`src/rtl/mips_pkg.sv`:
```
// ============================================================================
// Module   : mips_pkg
// Purpose  : Shared types and constants for the multicycle MIPS main control
//            FSM: state encodings, opcodes, ALU-op and mux-select codes.
// Revision : 1.0 - initial release
// ============================================================================
`default_nettype none

package mips_pkg;

    localparam int STATE_BITS = 4;

    typedef enum logic [STATE_BITS-1:0] {
        S_FETCH     = 4'd0,
        S_DECODE    = 4'd1,
        S_MEM_ADDR  = 4'd2,
        S_MEM_READ  = 4'd3,
        S_MEM_WB    = 4'd4,
        S_MEM_WRITE = 4'd5,
        S_EXEC_R    = 4'd6,
        S_R_WB      = 4'd7,
        S_BRANCH    = 4'd8,
        S_JUMP      = 4'd9,
        S_ADDI_EX   = 4'd10,
        S_ADDI_WB   = 4'd11
    } state_t;

    localparam logic [5:0] OP_RTYPE = 6'b000000;
    localparam logic [5:0] OP_J     = 6'b000010;
    localparam logic [5:0] OP_BEQ   = 6'b000100;
    localparam logic [5:0] OP_ADDI  = 6'b001000;
    localparam logic [5:0] OP_LW    = 6'b100011;
    localparam logic [5:0] OP_SW    = 6'b101011;

    localparam logic [1:0] ALUOP_ADD   = 2'b00;
    localparam logic [1:0] ALUOP_SUB   = 2'b01;
    localparam logic [1:0] ALUOP_FUNCT = 2'b10;

    localparam logic [1:0] SRCB_RT      = 2'b00;
    localparam logic [1:0] SRCB_FOUR    = 2'b01;
    localparam logic [1:0] SRCB_IMM     = 2'b10;
    localparam logic [1:0] SRCB_IMM_SH2 = 2'b11;

    localparam logic [1:0] PCSRC_ALU    = 2'b00;
    localparam logic [1:0] PCSRC_ALUOUT = 2'b01;
    localparam logic [1:0] PCSRC_JUMP   = 2'b10;

endpackage

`default_nettype wire

```
`src/rtl/mips_multicycle_ctrl_if.sv`:
```
// ============================================================================
// Module   : mips_multicycle_ctrl_if
// Purpose  : Control bundle between the main control FSM (master) and the
//            multicycle datapath (slave).
// Revision : 1.0 - initial release
// ============================================================================
`default_nettype none

interface mips_multicycle_ctrl_if #(
    parameter int STATE_W = 4
);
    logic [5:0]         opcode;
    logic               zero;
    logic               mem_ready;

    logic               pc_en;
    logic               IorD;
    logic               MemRead;
    logic               MemWrite;
    logic               IRWrite;
    logic               MemtoReg;
    logic               RegDst;
    logic               RegWrite;
    logic               ALUSrcA;
    logic [1:0]         ALUSrcB;
    logic [1:0]         Alu_op;
    logic [1:0]         PCSource;
    logic               illegal_op;
    logic [STATE_W-1:0] state;

    modport master (
        input  opcode, zero, mem_ready,
        output pc_en, IorD, MemRead, MemWrite, IRWrite, MemtoReg, RegDst,
               RegWrite, ALUSrcA, ALUSrcB, Alu_op, PCSource, illegal_op, state
    );

    modport slave (
        output opcode, zero, mem_ready,
        input  pc_en, IorD, MemRead, MemWrite, IRWrite, MemtoReg, RegDst,
               RegWrite, ALUSrcA, ALUSrcB, Alu_op, PCSource, illegal_op, state
    );
endinterface

`default_nettype wire

```
`src/rtl/mips_multicycle_ctrl.sv`:
```
// ============================================================================
// Module   : mips_multicycle_ctrl
// Purpose  : Main control FSM for the multicycle MIPS datapath. Sequences
//            fetch/decode/execute/memory/write-back, drives all datapath
//            enables and selects, and stalls on the memory-ready handshake.
// Options  : MCTRL_ADDI_EN - when defined, adds ADDI_EX/ADDI_WB and makes
//            opcode 001000 legal; otherwise addi is an illegal opcode.
// Revision : 1.0 - initial release
// ============================================================================
`default_nettype none

module mips_multicycle_ctrl
    import mips_pkg::*;
#(
    parameter int STATE_W = 4
) (
    input  wire logic              clk,
    input  wire logic              reset,
    mips_multicycle_ctrl_if.master bus
);

    state_t     r_state;
    state_t     w_next_state;
    logic       w_illegal;

    logic       w_pc_write;
    logic       w_pc_write_cond;
    logic       w_iord;
    logic       w_mem_read;
    logic       w_mem_write;
    logic       w_ir_write;
    logic       w_mem_to_reg;
    logic       w_reg_dst;
    logic       w_reg_write;
    logic       w_alu_src_a;
    logic [1:0] w_alu_src_b;
    logic [1:0] w_alu_op;
    logic [1:0] w_pc_source;

    // State register: synchronous reset returns to FETCH.
    always_ff @(posedge clk) begin
        if (reset) begin
            r_state <= S_FETCH;
        end else begin
            r_state <= w_next_state;
        end
    end

    // Next-state logic, including opcode dispatch and illegal-opcode detect.
    always_comb begin
        w_next_state = S_FETCH;
        w_illegal    = 1'b0;
        case (r_state)
            S_FETCH:     w_next_state = bus.mem_ready ? S_DECODE : S_FETCH;
            S_DECODE: begin
                case (bus.opcode)
                    OP_LW, OP_SW: w_next_state = S_MEM_ADDR;
                    OP_RTYPE:     w_next_state = S_EXEC_R;
                    OP_BEQ:       w_next_state = S_BRANCH;
                    OP_J:         w_next_state = S_JUMP;
`ifdef MCTRL_ADDI_EN
                    OP_ADDI:      w_next_state = S_ADDI_EX;
`endif
                    default: begin
                        w_next_state = S_FETCH;
                        w_illegal    = 1'b1;
                    end
                endcase
            end
            S_MEM_ADDR:  w_next_state = (bus.opcode == OP_LW) ? S_MEM_READ : S_MEM_WRITE;
            S_MEM_READ:  w_next_state = bus.mem_ready ? S_MEM_WB : S_MEM_READ;
            S_MEM_WRITE: w_next_state = bus.mem_ready ? S_FETCH : S_MEM_WRITE;
            S_EXEC_R:    w_next_state = S_R_WB;
`ifdef MCTRL_ADDI_EN
            S_ADDI_EX:   w_next_state = S_ADDI_WB;
`endif
            default:     w_next_state = S_FETCH;
        endcase
    end

    // Output decode from the current state; everything forced low in reset
    // so an aborted instruction cannot leave a partial register write.
    always_comb begin
        w_pc_write      = 1'b0;
        w_pc_write_cond = 1'b0;
        w_iord          = 1'b0;
        w_mem_read      = 1'b0;
        w_mem_write     = 1'b0;
        w_ir_write      = 1'b0;
        w_mem_to_reg    = 1'b0;
        w_reg_dst       = 1'b0;
        w_reg_write     = 1'b0;
        w_alu_src_a     = 1'b0;
        w_alu_src_b     = SRCB_RT;
        w_alu_op        = ALUOP_ADD;
        w_pc_source     = PCSRC_ALU;
        case (r_state)
            S_FETCH: begin
                w_mem_read  = 1'b1;
                w_alu_src_b = SRCB_FOUR;
                w_ir_write  = bus.mem_ready;
                w_pc_write  = bus.mem_ready;
            end
            S_DECODE:    w_alu_src_b = SRCB_IMM_SH2;
            S_MEM_ADDR: begin
                w_alu_src_a = 1'b1;
                w_alu_src_b = SRCB_IMM;
            end
            S_MEM_READ: begin
                w_mem_read = 1'b1;
                w_iord     = 1'b1;
            end
            S_MEM_WB: begin
                w_mem_to_reg = 1'b1;
                w_reg_write  = 1'b1;
            end
            S_MEM_WRITE: begin
                w_mem_write = 1'b1;
                w_iord      = 1'b1;
            end
            S_EXEC_R: begin
                w_alu_src_a = 1'b1;
                w_alu_op    = ALUOP_FUNCT;
            end
            S_R_WB: begin
                w_reg_dst   = 1'b1;
                w_reg_write = 1'b1;
            end
            S_BRANCH: begin
                w_alu_src_a     = 1'b1;
                w_alu_op        = ALUOP_SUB;
                w_pc_write_cond = 1'b1;
                w_pc_source     = PCSRC_ALUOUT;
            end
            S_JUMP: begin
                w_pc_write  = 1'b1;
                w_pc_source = PCSRC_JUMP;
            end
`ifdef MCTRL_ADDI_EN
            S_ADDI_EX: begin
                w_alu_src_a = 1'b1;
                w_alu_src_b = SRCB_IMM;
            end
            S_ADDI_WB:   w_reg_write = 1'b1;
`endif
            default: ;
        endcase
        if (reset) begin
            w_pc_write      = 1'b0;
            w_pc_write_cond = 1'b0;
            w_iord          = 1'b0;
            w_mem_read      = 1'b0;
            w_mem_write     = 1'b0;
            w_ir_write      = 1'b0;
            w_mem_to_reg    = 1'b0;
            w_reg_dst       = 1'b0;
            w_reg_write     = 1'b0;
            w_alu_src_a     = 1'b0;
            w_alu_src_b     = 2'b00;
            w_alu_op        = 2'b00;
            w_pc_source     = 2'b00;
        end
    end

    assign bus.pc_en      = w_pc_write | (w_pc_write_cond & bus.zero);
    assign bus.IorD       = w_iord;
    assign bus.MemRead    = w_mem_read;
    assign bus.MemWrite   = w_mem_write;
    assign bus.IRWrite    = w_ir_write;
    assign bus.MemtoReg   = w_mem_to_reg;
    assign bus.RegDst     = w_reg_dst;
    assign bus.RegWrite   = w_reg_write;
    assign bus.ALUSrcA    = w_alu_src_a;
    assign bus.ALUSrcB    = w_alu_src_b;
    assign bus.Alu_op     = w_alu_op;
    assign bus.PCSource   = w_pc_source;
    assign bus.illegal_op = w_illegal & ~reset;
    assign bus.state      = reset ? '0 : STATE_W'(r_state);

endmodule

`default_nettype wire

```
`src/flat_wrapper.sv`:
```
// flat-port wrapper written by rule: the top's interface ports become plain ports
module mips_multicycle_ctrl_flat import mips_pkg::*;
#(
    parameter int STATE_W = 4
)
  (clk, reset, bus_opcode, bus_zero, bus_mem_ready, bus_pc_en, bus_IorD, bus_MemRead, bus_MemWrite, bus_IRWrite, bus_MemtoReg, bus_RegDst, bus_RegWrite, bus_ALUSrcA, bus_ALUSrcB, bus_Alu_op, bus_PCSource, bus_illegal_op, bus_state);
  mips_multicycle_ctrl_if #(.STATE_W(STATE_W)) bus_i ();
  input  wire logic clk;
  input  wire logic reset;
  input wire logic [$bits(bus_i.opcode)-1:0] bus_opcode;
  input wire logic [$bits(bus_i.zero)-1:0] bus_zero;
  input wire logic [$bits(bus_i.mem_ready)-1:0] bus_mem_ready;
  output wire logic [$bits(bus_i.pc_en)-1:0] bus_pc_en;
  output wire logic [$bits(bus_i.IorD)-1:0] bus_IorD;
  output wire logic [$bits(bus_i.MemRead)-1:0] bus_MemRead;
  output wire logic [$bits(bus_i.MemWrite)-1:0] bus_MemWrite;
  output wire logic [$bits(bus_i.IRWrite)-1:0] bus_IRWrite;
  output wire logic [$bits(bus_i.MemtoReg)-1:0] bus_MemtoReg;
  output wire logic [$bits(bus_i.RegDst)-1:0] bus_RegDst;
  output wire logic [$bits(bus_i.RegWrite)-1:0] bus_RegWrite;
  output wire logic [$bits(bus_i.ALUSrcA)-1:0] bus_ALUSrcA;
  output wire logic [$bits(bus_i.ALUSrcB)-1:0] bus_ALUSrcB;
  output wire logic [$bits(bus_i.Alu_op)-1:0] bus_Alu_op;
  output wire logic [$bits(bus_i.PCSource)-1:0] bus_PCSource;
  output wire logic [$bits(bus_i.illegal_op)-1:0] bus_illegal_op;
  output wire logic [$bits(bus_i.state)-1:0] bus_state;
  assign bus_i.opcode = bus_opcode;
  assign bus_i.zero = bus_zero;
  assign bus_i.mem_ready = bus_mem_ready;
  assign bus_pc_en = bus_i.pc_en;
  assign bus_IorD = bus_i.IorD;
  assign bus_MemRead = bus_i.MemRead;
  assign bus_MemWrite = bus_i.MemWrite;
  assign bus_IRWrite = bus_i.IRWrite;
  assign bus_MemtoReg = bus_i.MemtoReg;
  assign bus_RegDst = bus_i.RegDst;
  assign bus_RegWrite = bus_i.RegWrite;
  assign bus_ALUSrcA = bus_i.ALUSrcA;
  assign bus_ALUSrcB = bus_i.ALUSrcB;
  assign bus_Alu_op = bus_i.Alu_op;
  assign bus_PCSource = bus_i.PCSource;
  assign bus_illegal_op = bus_i.illegal_op;
  assign bus_state = bus_i.state;
  mips_multicycle_ctrl #(.STATE_W(STATE_W)) u_core (.clk(clk), .reset(reset), .bus(bus_i));
endmodule
```
`config.mk`:
```
export PLATFORM = sky130hd
export DESIGN_NAME = mips_multicycle_ctrl_flat
export DESIGN_NICKNAME = d
export VERILOG_FILES = /design/src/rtl/mips_pkg.sv /design/src/rtl/mips_multicycle_ctrl_if.sv /design/src/rtl/mips_multicycle_ctrl.sv /design/src/flat_wrapper.sv
export SDC_FILE = /design/constraint.sdc
export NUM_CORES = 1
export LEC_CHECK = 0
export CAP_MARGIN = 10
export CORE_AREA = 3 3 40 42
export DETAILED_ROUTE_END_ITERATION = 8
export DIE_AREA = 0 0 43 45
export GPL_TIMING_DRIVEN = 0
export PLACE_DENSITY = 0.79
export SYNTH_ARGS = -nofsm -noshare
export SYNTH_HDL_FRONTEND = slang
export SYNTH_SLANG_ARGS = --single-unit
```
`constraint.sdc`:
```
create_clock -name clk -period 3.55 [get_ports clk]
set_input_delay 0.355 -clock clk [delete_from_list [all_inputs] [get_ports clk]]
set_output_delay 0.355 -clock clk [all_outputs]
set_load 0.05 [all_outputs]
```
==> flow_summary.json <==
{
  "status": "completed",
  "power_mw": 0.165,
  "synthCells": 76,
  "globalplace.congestion": 0.841,
  "cts.sinks": 4,
  "drtIter0Drc": 9,
  "setup_violations": 0,
  "drv_slew": 0,
  "ys_seq_elements": 4,
  "post-route-period-util_pct": 81.2,
  "tritoncts": "built",
  "antenna_left": 0,
  "cp-start-kind": "primary input",
  "synth_nets": 86,
  "start_util_pct": 38.3,
  "synthAdderAreaFrac_pct": 0,
  "vdd_drop_max_mv": 0.273,
  "synth-simple-area-share_pct": 50.9,
  "largest-register": "u_core.r_state",
  "grt_pass1_vias": 547,
  "synth_top_family_by_area": "simple AND/OR/NAND/NOR gates",
  "synthMuxAreaShare_pct": 2.04,
  "clk_pin_slew_worst_paths_ns": 0.04,
  "cts_setup_buffers": 0,
  "antennaDiodeCount": 0,
  "slowest_delay_ns": 0.86,
  "fin_ws_ns": 0.666,
  "tns_ns": 0,
  "worst-slew-pin-transition_ns": 0.506,
  "io_buffers": 29,
  "drt_wl_total_um": 1470,
  "endpoint_kind": "primary output",
  "worstPathArrival_ns": 2.53,
  "core_mm2": 0.00128,
  "viasPerCell": 5.16,
  "clockBufferDepth": 2,
  "worst_hold_slack_ns": 0.651,
  "relSlewSlack_pct": 66.1,
  "grt_usage_pct": 15.7,
  "min_period_ns": 2.88,
  "hold_buffers": 0,
  "ios": 30,
  "dieArea_mm2": 0.00194,
  "powerDensity_mw_per_mm2": 200,
  "finalHoldViolations": 0,
  "netlist_area_um2": 492,
  "clock_skew_ns": 0.00162,
  "critPathKind": "primary input to primary output",
  "largest_reg_flops": 4,
  "drc": 0,
  "path_max_fanout": 8,
  "overflow": 0,
  "clkLatencyLatePin_ns": 0.23,
  "root_buffer": "clkbuf_4",
  "pre_cts_slack_ns": 0.682,
  "synth_compound_area_share_pct": 19.6,
  "crit_path_frequent_cell": "clkdlybuf4s50_1",
  "grt_max_degree": 11,
  "fin_util_pct": 64.1,
  "ctsHtreeMaxLevel": 1,
  "grt_pass1_wl_um": 2390,
  "ys_seq_area_share_pct": 16.3,
  "synthXorXnorAreaFrac_pct": 3.56,
  "drv_cap": 0,
  "path_cells": "clkdlybuf4s50_1 -> or3b_1 -> nor3_2 -> nand2_1 -> o41ai_1 -> clkdlybuf4s50_1",
  "postSynthAreaPerCell_um2": 6.47,
  "clock.fmax_mhz": 347,
  "largestRegisters": "u_core.r_state: 4 flops",
  "drtPass1Iterations": 4,
  "critPathSlowestCell": "clkdlybuf4s50_1",
  "fp.dieW_um": 43,
  "wl_per_cell_um": 11.9,
  "antenna_found_initial": 0,
  "area_growth_syn_to_layout_pct": 67.4,
  "die_y_um": 45,
  "rsz0062_at_grt": "no",
  "synth_cell_types": 33,
  "p_leak_nw": 0.296,
  "layout-drive-gt1-share_pct": 8.33,
  "fin_nets": 120,
  "vias": 635,
  "numCtsBuffers": 3,
  "synth_warnings": 0,
  "rows": 13,
  "cts_resized": 0,
  "hold_path_class": "register to register",
  "dp_hpwl_um": 1110,
  "cp.required_ns": 3.19
}
-- Yosys cell counts, drive strengths merged --
cell / count / area, um^2
xnor2: 1 / 8.76
mux2i: 1 / 10.0
a21oi: 6 / 33.8
and3: 1 / 6.26
inv: 3 / 11.3
o41ai: 1 / 8.76
nand4b: 1 / 8.76
o22a: 1 / 8.76
nand2b: 2 / 12.5
nand2: 5 / 18.8
nor2b: 2 / 12.5
nor3b: 1 / 7.51
a31oi: 1 / 6.26
buf: 4 / 26.3
and2b: 1 / 7.51
dfxtp: 4 / 80.1
xor2: 1 / 8.76
a2bb2oi: 1 / 8.76
nor2: 13 / 48.8
or3: 2 / 12.5
or4: 1 / 7.51
or3b: 2 / 17.5
nand3b: 1 / 7.51
nand3: 3 / 15.0
o21ai: 6 / 30.0
nand4: 1 / 6.26
nor4: 2 / 12.5
nor3: 7 / 40.0
nor4b: 1 / 8.76
-- logic make-up after synthesis --
| family | count (synthesis) |
|---|---|
| simple gates | 46 |
| xor+xnor | 2 |
| compound gates | 16 |
| buf+inv | 7 |
| mux | 1 |
| flops | 4 |
-- critical path, delay by kind of cell --
kind | cells | cell delay [ns]
simple gates | 3 | 0.70
buf+inv | 2 | 1.41
compound gates | 1 | 0.06
-- report_power, final --
part	total, mW	leakage, nW	internal, mW	switching [mW]
clock network	0.0562	0.0138	0.0378	0.0184
registers	0.0475	0.0325	0.0461	0.00143
logic	0.0614	0.249	0.0249	0.0364
-- cell type report --
class,count,area (um^2)
Buffer,4,26.3
Clock buffer,3,22.5
Fill cell,134,462
Inverter,3,11.3
Multi-Input combinational cell,65,374
Sequential cell,4,80.1
Tap cell,15,18.8
Timing Repair Buffer,29,290
-- stage by stage --
| stage | std cells | instance area [um^2] |
|---|---|---|
| floorplan | 76 | 492 |
| global placement | 120 | 801 |
| detailed placement | 120 | 801 |
| CTS | 123 | 823 |
| global route | 123 | 823 |
| finish | 123 | 823 |
-- routing by layer --
| layer | vias to the layer above | GRT usage (%) | share of wire [%] |
|---|---|---|---|
| met3 | 0 | 3.98 | 6.7 |
| met4 | 0 | 3.61 | 0 |
| met2 | 19 | 26.6 | 46 |
| li1 | 339 | - | - |
| met1 | 277 | 20.1 | 47 |
| met5 | - | 0 | 0 |
-- final timing paths --
kind,startpoint,slack (ns),to,depth (start not counted)
setup / recovery,reset,0.67,bus_pc_en,6
hold / removal,u_core.r_state[2],0.65,u_core.r_state[2],3
setup reg to reg,u_core.r_state[0],2.18,u_core.r_state[2],4
hold reg to reg,u_core.r_state[2],0.65,u_core.r_state[2],3
-- cells in the final DEF (no fill, tap or decap), drive strengths merged --
cell,n
clkdlybuf4s50,29
nor2,13
nor3,7
a21oi,6
o21ai,6
nand2,5
dfxtp,4
buf,4
inv,3
nand3,3
clkbuf,3
or3b,2
nor2b,2
nand2b,2
nor4,2
or3,2
and2b,1
a2bb2oi,1
nor4b,1
xor2,1
and3,1
nor3b,1
o41ai,1
nand4,1
mux2i,1
o22a,1
xnor2,1
nand3b,1
or4,1
nand4b,1
a31oi,1
(Power assumes the default switching activity.)
